## src/rtl/mem_stage_pkg.sv

```systemverilog
// Shared types and widths for the MEM-stage access controller.
package mem_stage_pkg;

    localparam int WORD_W = 32;
    localparam int REGN_W = 5;

    typedef enum logic [1:0] {
        IDLE = 2'd0,
        REQ  = 2'd1,
        DONE = 2'd2
    } mem_state_t;

endpackage

```

## src/rtl/mem_timeout_cnt.sv

```systemverilog
// Clear/increment cycle counter with terminal-count flag for the REQ timeout.
// MAX=0 freezes the counter at zero and holds tc low.
module mem_timeout_cnt #(
    parameter int MAX   = 64,
    parameter int CNT_W = 7
) (
    input  logic clk,
    input  logic rst,
    input  logic clr,
    input  logic inc,
    output logic tc
);

    logic [CNT_W-1:0] cnt;

    always_ff @(posedge clk or posedge rst) begin
        if (rst)
            cnt <= '0;
        else if (clr)
            cnt <= '0;
        else if (inc && MAX != 0)
            cnt <= cnt + 1'b1;
    end

    // tc marks the last REQ cycle allowed before the access is abandoned
    assign tc = (MAX != 0) && (cnt == CNT_W'(MAX - 1));

endmodule

```

## src/rtl/mem_access_ctrl.sv

```systemverilog
// MEM-stage controller: req/ready handshake to a variable-latency data memory.
// Optional alignment check enabled by defining MEM_ALIGN_CHK_EN.
module mem_access_ctrl
    import mem_stage_pkg::*;
#(
    parameter int TIMEOUT_CYC = 64,
    parameter int CNT_W       = 7
) (
    input  logic              clk,
    input  logic              rst,
    input  logic              MemRead,
    input  logic              MemWrite,
    input  logic              MemtoReg,
    input  logic              RegWrite,
    input  logic [WORD_W-1:0] alu_out,
    input  logic [WORD_W-1:0] wdata,
    input  logic [REGN_W-1:0] rfile_wn,
    output logic              dmem_req,
    output logic              dmem_we,
    output logic [WORD_W-1:0] dmem_addr,
    output logic [WORD_W-1:0] dmem_wdata,
    input  logic              dmem_ready,
    input  logic [WORD_W-1:0] dmem_rdata_in,
    output logic              out_MemtoReg,
    output logic              out_RegWrite,
    output logic [WORD_W-1:0] out_alu_out,
    output logic [WORD_W-1:0] out_dmem_rdata,
    output logic [REGN_W-1:0] out_rfile_wn,
    output logic              mem_stall,
    output logic              mem_err
);

    mem_state_t        state, state_nxt;
    logic              acc, misalign, tc;
    logic              err, rd_q;
    logic [WORD_W-1:0] rbuf;

    assign acc = MemRead | MemWrite;

`ifdef MEM_ALIGN_CHK_EN
    assign misalign = (alu_out[1:0] != 2'b00);
`else
    assign misalign = 1'b0;
`endif

    mem_timeout_cnt #(
        .MAX   (TIMEOUT_CYC),
        .CNT_W (CNT_W)
    ) u_tmo (
        .clk (clk),
        .rst (rst),
        .clr (state == IDLE && acc),
        .inc (state == REQ && !dmem_ready),
        .tc  (tc)
    );

    always_comb begin
        state_nxt = state;
        mem_stall = 1'b0;
        case (state)
            IDLE: begin
                mem_stall = acc;
                if (acc)
                    state_nxt = misalign ? DONE : REQ;
            end
            REQ: begin
                mem_stall = 1'b1;
                if (dmem_ready || tc)
                    state_nxt = DONE;
            end
            DONE:    state_nxt = IDLE;
            default: state_nxt = IDLE;
        endcase
    end

    always_ff @(posedge clk or posedge rst) begin
        if (rst)
            state <= IDLE;
        else
            state <= state_nxt;
    end

    always_ff @(posedge clk or posedge rst) begin
        if (rst) begin
            dmem_req   <= 1'b0;
            dmem_we    <= 1'b0;
            dmem_addr  <= '0;
            dmem_wdata <= '0;
            rbuf       <= '0;
            err        <= 1'b0;
            rd_q       <= 1'b0;
        end else begin
            case (state)
                IDLE: begin
                    if (acc && misalign) begin
                        err <= 1'b1;
                    end else if (acc) begin
                        dmem_req   <= 1'b1;
                        dmem_we    <= MemWrite;
                        dmem_addr  <= alu_out;
                        dmem_wdata <= wdata;
                        // read+write together behaves as a store that clears the buffer
                        rd_q       <= MemRead & ~MemWrite;
                        if (MemRead && MemWrite)
                            rbuf <= '0;
                    end
                end
                REQ: begin
                    if (dmem_ready) begin
                        dmem_req <= 1'b0;
                        if (rd_q)
                            rbuf <= dmem_rdata_in;
                    end else if (tc) begin
                        dmem_req <= 1'b0;
                        rbuf     <= '0;
                        err      <= 1'b1;
                    end
                end
                DONE:    err <= 1'b0;
                default: err <= 1'b0;
            endcase
        end
    end

    assign mem_err        = (state == DONE) && err;
    assign out_RegWrite   = RegWrite && !mem_err;
    assign out_MemtoReg   = MemtoReg;
    assign out_alu_out    = alu_out;
    assign out_rfile_wn   = rfile_wn;
    assign out_dmem_rdata = rbuf;

endmodule

```

## config.mk

```make
export PLATFORM = sky130hd
export DESIGN_NAME = mem_access_ctrl
export DESIGN_NICKNAME = d
export VERILOG_FILES = /design/src/rtl/mem_stage_pkg.sv /design/src/rtl/mem_timeout_cnt.sv /design/src/rtl/mem_access_ctrl.sv
export SDC_FILE = /design/constraint.sdc
export NUM_CORES = 1
export LEC_CHECK = 0
export BUFFER_PORTS_ARGS = -buffer_cell sky130_fd_sc_hd__buf_2
export CORE_MARGIN = 10
export CORE_UTILIZATION = 40
export DETAILED_ROUTE_END_ITERATION = 10
export PLACE_DENSITY = 0.77
export SLEW_MARGIN = 25
export SYNTH_ARGS = -nofsm -noshare
export SYNTH_HDL_FRONTEND = slang
export SYNTH_HIERARCHICAL = 1
export SYNTH_SLANG_ARGS = --single-unit
```

## constraint.sdc

```tcl
create_clock -name clk -period 3 [get_ports clk]
set_input_delay 0.3 -clock clk [delete_from_list [all_inputs] [get_ports clk]]
set_output_delay 0.3 -clock clk [all_outputs]
set_load 0.1 [all_outputs]
```

==> results.yml <==
clock_tree:
  root_buffer: "clkbuf_8"
  numCtsBuffers: 9
  htreeDepth: 3
  cts_setup_buffers: 0
  clk_pin_slew_ns: 0.10
  clock_sinks: 109
  clockBufferDepth: 2
  clk_latency_ns: 0.35
  tritoncts: "built"
detailed_routing:
  drt-vias-per-instance: 4.73
  drtAntennaViolNets: 0
  first_pass_iters: 4
  drtIter0Drc: 120
  wl_um: 11300
  drc_errors: 0
  vias: 3077
  drt-wirelength-per-cell_um: 17.4
critical_path:
  cp_data_required_time_ns: 3.30
  cp.arrival_ns: 2.39
  worstSetupEndpointType: "flip-flop"
  crit_type: "reg -> reg"
  start_kind: "flip-flop"
  cp_max_fo: 32
logic_synthesis:
  synthMuxAreaShare: 0.168
  synth_seq_cells: 109
  synth-simple-area-share: 0.0318
  yosysUniqueCellTypes: 29
  netlist_area_um2: 4410
  synth_fa_ha_area_frac: 0.00284
  yosysWarnings: 6
  synth_xor_area_frac: 0.00795
  avgSynthCellArea_um2: 14.4
  synth_compound_area_frac: 0.0826
  synth-main-ff-cell: "dfrtp_1"
  synth-seq-area-share: 0.619
  async_flop_share: 1.00
  synth_nets: 416
  synthCells: 307
  synth_top_family_by_area: "multiplexers"
  synth_edf_count: 0
timing:
  fin_skew_ns: 0.00707
  finalCriticalPeriod_ns: 2.09
  rsz0062_at_grt: "false"
  slew_viol_final: 0
  timing.final.crit_share: 0.696
  setup_tns_ns: 0
  hold_viol_final: 0
  worstMarginPinSlew_ns: 0.764
  whs_ns: 0.149
  clock.fmax_ghz: 0.479
  slew_headroom: 0.489
  setup_viol: 0
layout:
  finish.utilization: 0.527
  drive_gt1_frac: 0.540
  synthToLayoutAreaGrowth_pct: 29.1
  antenna_cells: 0
  fin_nets: 615
  fill_cells: 951
global_routing:
  grt_pass1_vias: 3404
  grt_pass1_wl_um: 18000
  grtUsageTotal: 0.140
  antenna_found_initial: 0
  grt_max_degree: 60
  gr-total-overflow: 0
die:
  rows: 38
  die_x_um: 125
  die_y_um: 125
  coreArea_um2: 10800
  io-pin-count: 247
  initial_core_util: 0.408
  die_area_um2: 15600
placement:
  globalplace.congestion: 0.831
  hpwl_um: 9110
  port_buffers: 234
worst_hold_path:
  min_path_type: "in -> reg"
outcome:
  status: "completed"
flow_run:
  drv_cap: 0
[registers in the layout, summed over array words and instances (netlist names)]
register / count
dmem_req: 1
out_dmem_rdata: 32
u_tmo/cnt: 7
dmem_wdata: 32
dmem_we: 1
rd_q: 1
state: 2
dmem_addr: 32
err: 1
[cell usage after synthesis, types with 2 or more instances]
cell type    n  area share
a21oi_1      5      0.0057
nand4_1      2      0.0028
buf_4       43       0.073
o21ai_0      2      0.0023
mux2i_1      2      0.0045
inv_1        4      0.0034
mux2_2      15       0.038
a22o_1      34       0.068
mux2_1      49        0.13
xor2_1       3      0.0060
nor2_1      11      0.0094
buf_2        7      0.0079
nand2_1      5      0.0043
or3_1        2      0.0028
dfrtp_1    109        0.62
[critical path, cell delays in order (launching register included)]
cell and delay [ns]:
dfrtp_1 0.43, ha_1 0.25, nor3b_1 0.19, mux2i_1 0.30, a2bb2oi_4 0.62, a22o_1 0.24
[stage by stage]
| stage | instances | area [um2] | worst slack [ns] |
|---|---|---|---|
| 2_1_floorplan | 307 | 4410 | 0.00830 |
| 5_1_grt | 651 | 5690 | 0.719 |
| 3_5_place_dp | 634 | 5460 | 0.936 |
| 6_report | 651 | 5690 | 0.911 |
| 3_3_place_gp | 634 | 5450 | 0.808 |
| 4_1_cts | 651 | 5690 | 0.882 |
[area by class of cell]
type	count	area [um2]	share of cell area
clock buffer	10	138	0.0242
clock inverter	6	86.3	0.0152
sequential	109	2730	0.479
timing repair buffer	239	1240	0.217
inverter	5	21.3	0.00374
tap	140	175	0.0308
multi-input combinational	142	1310	0.230
[final timing paths]
path,start,cells after the start,endpoint,slack (ns)
worst max-delay path,u_tmo/cnt[0],5,out_dmem_rdata[25],0.91
worst min-delay path,wdata[10],2,dmem_wdata[10],0.15
worst max register to register,u_tmo/cnt[0],5,out_dmem_rdata[25],0.91
worst min register to register,dmem_wdata[14],1,dmem_wdata[14],0.49
max in group asynchronous,rst,4,dmem_wdata[15],1.76
min in group asynchronous,rst,3,u_tmo/cnt[3],0.44
[layer usage]
metal / vias to the layer above / global-route usage / wire length (um)
met5: - / 0 / 0
met4: 0 / 0.0454 / 175
met3: 15 / 0.0668 / 1100
met2: 156 / 0.236 / 5660
met1: 1463 / 0.152 / 4410
li1: 1443 / - / -
[placed cells by master, fill, tap and decap left out, types with 3 or more instances in the layout]
master	n
buf_2	234
dfrtp_1	109
mux2_1	49
a22o_1	34
mux2_2	15
nor2_1	10
clkbuf_8	10
nand2_1	5
a21oi_1	5
inv_1	3
xor2_1	3
[cell families after synthesis]
| logic type | count (synthesis) |
|---|---|
| AOI/OAI and AO/OA | 44 |
| xor gates and xnor gates | 4 |
| buffers and inverters | 56 |
| adders and majority gates | 1 |
| muxes | 66 |
| DFF | 109 |
| and+or+nand+nor | 27 |
[timing repair]
action / 4_1_cts / 5_1_grt
hold buffers: 1 / 0
resized for setup: 0 / 0
endpoints found under the hold margin: 7 / 0
Power is not shown: default switching activity piles up to over one toggle a cycle in this logic, so the estimate is an artifact.
